[src/rtl/trap_controller_if.sv]
// CSR write port and fetch redirect between the trap controller and the rest of the core.
// CSR write: a write transfers on a rising edge where csr_we && csr_wready; while csr_we is high
// and csr_wready is low, csr_waddr/csr_wdata are held stable. redirect_valid is a one-cycle strobe
// with no ready; redirect_pc is meaningful only while it is high.
interface trap_controller_if #(
  parameter int XLEN = 64
);
  logic            csr_we;
  logic [11:0]     csr_waddr;
  logic [XLEN-1:0] csr_wdata;
  logic            csr_wready;
  logic            redirect_valid;
  logic [XLEN-1:0] redirect_pc;

  modport master (
    output csr_we, csr_waddr, csr_wdata, redirect_valid, redirect_pc,
    input  csr_wready
  );

  modport slave (
    input  csr_we, csr_waddr, csr_wdata, redirect_valid, redirect_pc,
    output csr_wready
  );
endinterface

[src/rtl/trap_controller.sv]
// Machine-mode trap entry/return sequencer: saves mepc then mcause through the CSR write port,
// flushes the pipeline and redirects fetch to mtvec; on mret redirects fetch to mepc.
module trap_controller #(
  parameter int XLEN = 64
) (
  input  logic            clk,
  input  logic            reset,
  input  logic            exception_in,
  input  logic [XLEN-1:0] exception_pc_in,
  input  logic [3:0]      exception_cause_in,
  input  logic            mret_in,
  input  logic [XLEN-1:0] mtvec_in,
  input  logic [XLEN-1:0] mepc_in,
  trap_controller_if.master bus,
  output logic            pipeline_flush,
  output logic            busy,
  output logic            nested_fault,
  output logic [2:0]      dbg_state
);

  typedef enum logic [2:0] {
    IDLE       = 3'd0,
    SAVE_EPC   = 3'd1,
    SAVE_CAUSE = 3'd2,
    TRAP_REDIR = 3'd3,
    MRET_REDIR = 3'd4
  } state_t;

  state_t          state, state_d;
  logic [XLEN-1:0] epc_q, epc_d;
  logic [3:0]      cause_q, cause_d;
  logic            nested_d;

  always_comb begin
    state_d  = state;
    epc_d    = epc_q;
    cause_d  = cause_q;
    nested_d = nested_fault;
    case (state)
      IDLE: begin
        if (exception_in) begin
          state_d = SAVE_EPC;
          epc_d   = exception_pc_in;
          cause_d = exception_cause_in;
        end else if (mret_in) begin
          state_d = MRET_REDIR;
        end
      end
      SAVE_EPC:   if (bus.csr_wready) state_d = SAVE_CAUSE;
      SAVE_CAUSE: if (bus.csr_wready) state_d = TRAP_REDIR;
      TRAP_REDIR: state_d = IDLE;
      MRET_REDIR: state_d = IDLE;
      default:    state_d = IDLE;
    endcase
    // A second exception while a sequence is in flight is dropped but remembered.
    if (state != IDLE && exception_in) nested_d = 1'b1;
  end

  // Outputs are registered from the next-state decode so they line up with the state register.
  always_ff @(posedge clk) begin
    if (reset) begin
      state              <= IDLE;
      epc_q              <= '0;
      cause_q            <= '0;
      nested_fault       <= 1'b0;
      bus.csr_we         <= 1'b0;
      bus.csr_waddr      <= '0;
      bus.csr_wdata      <= '0;
      bus.redirect_valid <= 1'b0;
      pipeline_flush     <= 1'b0;
      busy               <= 1'b0;
    end else begin
      state        <= state_d;
      epc_q        <= epc_d;
      cause_q      <= cause_d;
      nested_fault <= nested_d;
      case (state_d)
        SAVE_EPC: begin
          bus.csr_we    <= 1'b1;
          bus.csr_waddr <= 12'h341;
          bus.csr_wdata <= {epc_d[XLEN-1:2], 2'b00};
        end
        SAVE_CAUSE: begin
          bus.csr_we    <= 1'b1;
          bus.csr_waddr <= 12'h342;
          bus.csr_wdata <= {{(XLEN-4){1'b0}}, cause_d};
        end
        default: begin
          bus.csr_we    <= 1'b0;
          bus.csr_waddr <= '0;
          bus.csr_wdata <= '0;
        end
      endcase
      bus.redirect_valid <= (state_d == TRAP_REDIR) || (state_d == MRET_REDIR);
      pipeline_flush     <= (state_d == SAVE_EPC) || (state_d == SAVE_CAUSE) ||
                            (state_d == TRAP_REDIR);
      busy               <= (state_d != IDLE);
    end
  end

  // Redirect targets follow the live CSR values during the redirect cycle itself.
  always_comb begin
    case (state)
      TRAP_REDIR: bus.redirect_pc = {mtvec_in[XLEN-1:2], 2'b00};
      MRET_REDIR: bus.redirect_pc = {mepc_in[XLEN-1:1], 1'b0};
      default:    bus.redirect_pc = '0;
    endcase
  end

  assign dbg_state = state;

  logic unused_bits;
  assign unused_bits = ^{mtvec_in[1:0], mepc_in[0], epc_q[1:0]};

endmodule

[src/flat_wrapper.sv]
// flat-port wrapper written by rule: the top's interface ports become plain ports
module trap_controller_flat 
#(
  parameter int XLEN = 64
)
  (clk, reset, exception_in, exception_pc_in, exception_cause_in, mret_in, mtvec_in, mepc_in, pipeline_flush, busy, nested_fault, dbg_state, bus_csr_we, bus_csr_waddr, bus_csr_wdata, bus_redirect_valid, bus_redirect_pc, bus_csr_wready);
  trap_controller_if #(.XLEN(XLEN)) bus_i ();
  input  logic clk;
  input  logic reset;
  input  logic exception_in;
  input  logic [XLEN-1:0] exception_pc_in;
  input  logic [3:0] exception_cause_in;
  input  logic mret_in;
  input  logic [XLEN-1:0] mtvec_in;
  input  logic [XLEN-1:0] mepc_in;
  output logic pipeline_flush;
  output logic busy;
  output logic nested_fault;
  output logic [2:0] dbg_state;
  output wire logic [$bits(bus_i.csr_we)-1:0] bus_csr_we;
  output wire logic [$bits(bus_i.csr_waddr)-1:0] bus_csr_waddr;
  output wire logic [$bits(bus_i.csr_wdata)-1:0] bus_csr_wdata;
  output wire logic [$bits(bus_i.redirect_valid)-1:0] bus_redirect_valid;
  output wire logic [$bits(bus_i.redirect_pc)-1:0] bus_redirect_pc;
  input wire logic [$bits(bus_i.csr_wready)-1:0] bus_csr_wready;
  assign bus_csr_we = bus_i.csr_we;
  assign bus_csr_waddr = bus_i.csr_waddr;
  assign bus_csr_wdata = bus_i.csr_wdata;
  assign bus_redirect_valid = bus_i.redirect_valid;
  assign bus_redirect_pc = bus_i.redirect_pc;
  assign bus_i.csr_wready = bus_csr_wready;
  trap_controller #(.XLEN(XLEN)) u_core (.clk(clk), .reset(reset), .exception_in(exception_in), .exception_pc_in(exception_pc_in), .exception_cause_in(exception_cause_in), .mret_in(mret_in), .mtvec_in(mtvec_in), .mepc_in(mepc_in), .bus(bus_i), .pipeline_flush(pipeline_flush), .busy(busy), .nested_fault(nested_fault), .dbg_state(dbg_state));
endmodule
[config.mk]
export PLATFORM = sky130hd
export DESIGN_NAME = trap_controller_flat
export DESIGN_NICKNAME = d
export VERILOG_FILES = /design/src/rtl/trap_controller_if.sv /design/src/rtl/trap_controller.sv /design/src/flat_wrapper.sv
export SDC_FILE = /design/constraint.sdc
export NUM_CORES = 1
export LEC_CHECK = 0
export CORE_MARGIN = 10
export CORE_UTILIZATION = 38
export DETAILED_ROUTE_END_ITERATION = 12
export GPL_TIMING_DRIVEN = 0
export PLACE_DENSITY_LB_ADDON = 0.1
export SYNTH_ARGS = -nofsm -noshare
export SYNTH_HDL_FRONTEND = slang
export SYNTH_SLANG_ARGS = --single-unit
[constraint.sdc]
create_clock -name clk -period 2.8 [get_ports clk]
set_input_delay 0.56 -clock clk [delete_from_list [all_inputs] [get_ports clk]]
set_output_delay 0.56 -clock clk [all_outputs]
set_load 0.1 [all_outputs]
==> flow_summary.yaml, run 1 <==
finish:
  area_growth_pct: 85.1
  utilization_pct: 72.4
  fin_cells: 1028
  nFillCells: 983
  nets: 1041
  drive_above_1_share_pct: 22.9
yosys:
  synth.top_cell.area_share_pct: 56.1
  synth_edf_count: 0
  yosysWarnings: 0
  synth_top_area_cell: "dfxtp_1"
  yosysSeqAreaShare_pct: 56.1
  avgSynthCellArea_um2: 10.4
  synth.area.top_cells: "dfxtp_1 56%, mux2i_1 13%, a22o_1 11%"
  ys_types: 31
  synthFlopType: "dfxtp_1"
  synth.top_cells.by_count: "140 x dfxtp_1, 131 x nor2_1, 67 x mux2i_1"
  synth.cell_area_um2: 5000
  synthesis.instances: 481
  synth.most_common_cell: "dfxtp_1"
  ys_ff_latch: 140
  async_flop_share_pct: 0
die:
  core-area_um2: 12800
  fp.dieH_um: 135
  num_rows: 41
  io-pin-count: 349
  die_x_um: 135
  start_util_pct: 39.1
  dieArea_um2: 18100
clock_network:
  clk_pin_slew_ns: 0.05
  insertion_delay_ns: 0.41
  clock_path_buffers: 2
  htree_levels: 4
  cts_root_buf: "clkbuf_16"
  cts_tree: "done"
  cts_buffers: 17
  hold_buffers: 0
  clkSinkCount: 140
power_and_ir_drop:
  p_per_area_nw_per_um2: 674
  irDropWorstVdd_v: 0.000524
  power_mw: 6.24
  p_leak_nw: 3.90
global_route:
  grt_pass1_wl_mm: 32.9
  grt_max_degree: 17
  grt.total_usage_pct: 24.1
  grt_pass1_vias: 5101
  grt_overflow: 0
  antenna_found_initial: 2
critical_path:
  r2r-start: "u_core.dbg_state[0]"
  path_class: "reg2out"
  worstPathArrival_ns: 2.12
  worstPathMaxFanout: 10
  start_kind: "register"
  worst-r2r-setup-slack_ns: 0.92
  r2r_cells: 5
  cp.required_ns: 2.24
  endpoint_kind: "output port"
  timing.rr.end: "u_core.bus.csr_wdata[54]"
placed_design:
  portBuffers: 334
  place_hpwl_mm: 18.9
  gp_congestion: 0.971
  place_inst: 994
drt:
  drt-initial-drc-count: 216
  ant_nets: 0
  dr.pass1.iters: 4
  drc: 0
  viasPerCell: 4.78
  detail_route.wl_per_cell_um: 22.2
  dr_total_vias: 4917
  routed_wirelength_mm: 22.8
sta:
  min_period_ns: 2.68
  tightest_slew_ns: 1.09
  hold_viol: 0
  post-route-period-util_pct: 95.9
  slew_violations: 0
  setup_viol: 0
  fmax_mhz: 372
  relSlewSlack_pct: 26.9
  skew_ns: 0.00594
worst_hold_path:
  holdCritStartpoint: "u_core.epc_q[16]"
  min_to: "u_core.bus.csr_wdata[16]"
  holdPathStages: 2
  min_path_type: "reg2reg"
job:
  maxCapViolCount: 0
run_status:
  status: "completed"
worst max-delay path by stage:
stage	from	endpoint	slack [ns]	cells after the start
3_5_place_dp	u_core.dbg_state[0]	bus_redirect_pc[34]	-0.67	6
5_1_grt	u_core.dbg_state[0]	bus_redirect_pc[49]	-0.003	7
3_3_place_gp	u_core.dbg_state[0]	bus_redirect_pc[34]	-0.63	6
2_1_floorplan	u_core.dbg_state[0]	bus_redirect_pc[54]	0.15	4
4_1_cts	u_core.dbg_state[0]	bus_redirect_pc[54]	0.01	6
6_report	u_core.dbg_state[0]	bus_redirect_pc[15]	0.12	7
report_power, final:
group,internal (mW),switching [mW]
Sequential,2.13,0.0412
Combinational,0.582,1.13
Clock,1.56,0.796
repair_timing:
action,in CTS,in global routing
resized for setup,377,29
gates cloned,0,0
setup endpoints to repair,63,63
buffers inserted,0,0
critical path, stage by stage (launching register included):
cell and delay [ns]:
dfxtp_2 0.34, buf_2 0.18, nor2_2 0.13, and2_1 0.13
buf_2 0.20, clkbuf_2 0.27, a22o_2 0.17, buf_4 0.29
sequential cells by signal, indices dropped and copies added (netlist names):
name and cells:
u_core.bus.csr_waddr 3, u_core.pipeline_flush 1, u_core.bus.redirect_valid 1, u_core.bus.csr_wdata 64
u_core.epc_q 62, u_core.nested_fault 1, u_core.busy 1, u_core.cause_q 4
u_core.dbg_state 3
layer usage:
| metal | routed length [um] | share of wire, % | track usage [%] | up-vias |
|---|---|---|---|---|
| met5 | 0 | 0 | 0 | - |
| met4 | 464 | 2.0 | 7.32 | 0 |
| met3 | 2090 | 9.2 | 10.1 | 29 |
| met2 | 11900 | 52 | 43.3 | 229 |
| met1 | 8290 | 36 | 24.8 | 2310 |
| li1 | - | - | - | 2349 |
cell type report:
class	instances	area (um^2)	area share, %
clock inverters	11	165	1.79
flip-flops and latches	140	2810	30.3
inverters	5	18.8	0.203
well taps	172	215	2.33
diodes	3	7.51	0.0812
repair buffers	334	3270	35.3
plain buffers	47	284	3.07
multi-input cells	295	2020	21.8
clock buffers	21	470	5.09
kinds of logic after synthesis:
| kind of cell | Yosys count | share of synthesized area, % |
|---|---|---|
| simple gates | 147 | 12.2 |
| other cells | 1 | 0.0751 |
| flops | 140 | 56.1 |
| compound gates | 73 | 12.4 |
| mux | 67 | 13.4 |
| buf+inv | 53 | 5.78 |
placed cells by master (no fill, tap or decap), types with 4 or more instances in the layout:
cell             count
clkdlybuf4s50_1    271
dfxtp_1            137
nor2_1             129
mux2i_1             67
a22o_2              60
buf_4               51
buf_6               25
clkbuf_16           17
clkbuf_1            14
buf_2               12
conb_1               8
clkbuf_4             4
inv_1                4
bufinv_16            4
clkinvlp_4           4
per-stage QoR:
| step | cell area (um^2) | hold slack (ns) | setup TNS, ns | setup WS, ns |
|---|---|---|---|---|
| finish | 9250 | 0.482 | 0 | 0.115 |
| global route | 9250 | 0.514 | -0.00749 | -0.00257 |
| CTS | 9170 | 0.482 | 0 | 0.0142 |
| detailed placement | 8660 | 0.468 | -35.40 | -0.674 |
| global placement | 8660 | 0.453 | -33.35 | -0.628 |
| floorplan | 5100 | 0.455 | 0 | 0.155 |
No activity file was read; power rests on OpenSTA's default activity.
==> inputs of run 2 (changes only) <==
--- a/config.mk
+++ b/config.mk
@@ -8,4 +8,5 @@
 export CORE_MARGIN = 10
 export CORE_UTILIZATION = 38
+export CTS_CLUSTER_DIAMETER = 30
 export DETAILED_ROUTE_END_ITERATION = 12
 export GPL_TIMING_DRIVEN = 0
==> constraint.sdc (replaced) <==
create_clock -name clk -period 2.8 [get_ports clk]
set_input_delay 0.7 -clock clk [delete_from_list [all_inputs] [get_ports clk]]
set_output_delay 0.7 -clock clk [all_outputs]
set_load 0.1 [all_outputs]
==> run 2 against run 1 <==
  * Clock power about the same
  * Setup slack worse by 0.019 ns
  * Worst hold slack is essentially flat
  * Critical path type unchanged
  * Critical endpoint is now bus_redirect_pc[57]
==> flow_summary.yaml, run 2 (same netlist as run 1, synthesis figures left out) <==
sta:
  tightest_slew_ns: 1.08
  finalSetupTns_ns: 0
  min_period_ns: 2.70
  hold_viol: 0
  fmax_mhz: 370
  slew_violations: 0
  post-route-period-util_pct: 96.6
  skew_ns: 0.00620
  setup_viol: 0
  finalHoldWorstSlack_ns: 0.482
  relSlewSlack_pct: 27.8
die:
  die_x_um: 135
  fp.dieH_um: 135
  io-pin-count: 349
  start_util_pct: 39.1
  dieArea_um2: 18100
  core-area_um2: 12800
  num_rows: 41
drt:
  dr.pass1.iters: 5
  dr_total_vias: 4964
  detail_route.wl_per_cell_um: 22.3
  drt-initial-drc-count: 204
  viasPerCell: 4.82
  drc: 0
  ant_nets: 0
  routed_wirelength_mm: 23.0
worst_hold_path:
  holdCritStartpoint: "u_core.epc_q[16]"
  holdPathStages: 2
  min_to: "u_core.bus.csr_wdata[16]"
  min_path_type: "reg2reg"
clock_network:
  clkSinkCount: 140
  cts_buffers: 17
  clock_path_buffers: 2
  cts_tree: "done"
  clk_pin_slew_ns: 0.05
  hold_buffers: 0
  cts_root_buf: "clkbuf_16"
  insertion_delay_ns: 0.40
  htree_levels: 4
power_and_ir_drop:
  irDropWorstVdd_v: 0.000524
  pwr-share-clk_pct: 37.5
  p_per_area_nw_per_um2: 658
  internal_power_mw: 4.29
  p_switching_mw: 1.98
  seqPwrFrac_pct: 34.6
  combinationalPowerShare_pct: 27.9
  p_sw_share_pct: 31.6
  power_mw: 6.28
  p_leak_nw: 4.01
placed_design:
  portBuffers: 334
  place_hpwl_mm: 18.9
  dpl_cell_area_um2: 8660
  gp_congestion: 0.971
critical_path:
  worst-r2r-setup-slack_ns: 0.90
  r2r-start: "u_core.dbg_state[0]"
  start_kind: "register"
  endpoint_kind: "output port"
  timing.rr.end: "u_core.bus.csr_wdata[54]"
  worstPathArrival_ns: 2.00
  worstPathMaxFanout: 10
  r2r_cells: 5
  path_class: "reg2out"
  cp.required_ns: 2.10
finish:
  reg_top3: "u_core.bus.csr_wdata x64, u_core.epc_q x62, u_core.cause_q x4"
  nets: 1042
  regMostFlops: "u_core.bus.csr_wdata"
  finish.instance_area_um2: 9530
  final_cell_mix: "267 x clkdlybuf4s50_1, 137 x dfxtp_1, 129 x nor2_1"
  utilization_pct: 74.6
  largest_register_ffs: 64
  multiInputGateArea_um2: 2020
  regArea_um2: 2810
  drive_above_1_share_pct: 23.1
  area_growth_pct: 90.8
  nFillCells: 924
  layout.cells.most_common: "clkdlybuf4s50_1"
global_route:
  grt_pass1_wl_mm: 33.2
  grt.total_usage_pct: 24.3
  grt_overflow: 0
  antenna_found_initial: 3
  grt_pass1_vias: 5133
  grt_max_degree: 17
job:
  maxCapViolCount: 0
run_status:
  status: "completed"
-- run 2: cell types whose count changed in the layout (fill, tap and decap cells not counted) --
cell and delta:
buf_4 -29, buf_6 +21, buf_8 +14, buf_2 -7
buf_12 +5, clkdlybuf4s50_1 -4, clkbuf_2 -3, dlymetal6s2s_1 +3
clkbuf_4 +1
-- run 2: worst max path at each step --
| stage | startpoint | end | slack, ns | cells past startpoint |
|---|---|---|---|---|
| 2_1_floorplan | u_core.dbg_state[0] | bus_redirect_pc[54] | 0.01 | 4 |
| 3_3_place_gp | u_core.dbg_state[0] | bus_redirect_pc[34] | -0.77 | 6 |
| 3_5_place_dp | u_core.dbg_state[0] | bus_redirect_pc[34] | -0.81 | 6 |
| 4_1_cts | u_core.bus.csr_waddr[8] | bus_csr_waddr[8] | 0.008 | 2 |
| 5_1_grt | u_core.dbg_state[0] | bus_redirect_pc[28] | -0.02 | 7 |
| 6_report | u_core.dbg_state[0] | bus_redirect_pc[57] | 0.1 | 7 |
-- run 2: critical path: stages, from the launching register on --
cell      delay [ns]
dfxtp_2         0.37
clkbuf_4        0.20
nor2_2          0.06
and2_1          0.15
clkbuf_4        0.18
buf_4           0.18
a22o_2          0.26
buf_12          0.18
-- run 2: power by group through the flow --
stage,clock (mW),combinational (mW),sequential (mW)
finish,2.35,1.75,2.17
global route,2.48,1.83,2.18
CTS,2.39,1.75,2.17
detailed placement,0,1.71,2.21
global placement,0,1.69,2.20
floorplan,0,0.711,2.63
-- run 2: repair_timing --
action | in CTS | in global routing
gates resized for setup | 465 | 28
buffers inserted | 0 | 1
pin swaps | 0 | 1
setup endpoints to repair | 64 | 64
cloned | 0 | 0
-- run 2: area by class of cell --
class | count | area share, %
clock buffers | 21 | 4.93
flip-flops and latches | 140 | 29.4
well taps | 172 | 2.26
clock inverters | 11 | 1.73
diodes | 3 | 0.0787
repair buffers | 335 | 37.0
multi-input cells | 295 | 21.1
inverters | 5 | 0.197
plain buffers | 47 | 3.24
-- run 2: layer usage --
metal / track usage (%) / part of all wire, %
met1: 25.0 / 36
met2: 44.2 / 53
met3: 9.79 / 8.8
met4: 6.95 / 1.9
met5: 0 / 0
-- run 2: through the flow --
stage / std cells / worst slack, ns
after floorplan: 488 / 0.0145
after global placement: 994 / -0.768
after detailed placement: 994 / -0.814
after CTS: 1025 / 0.00768
after global routing: 1029 / -0.0236
final: 1029 / 0.0963
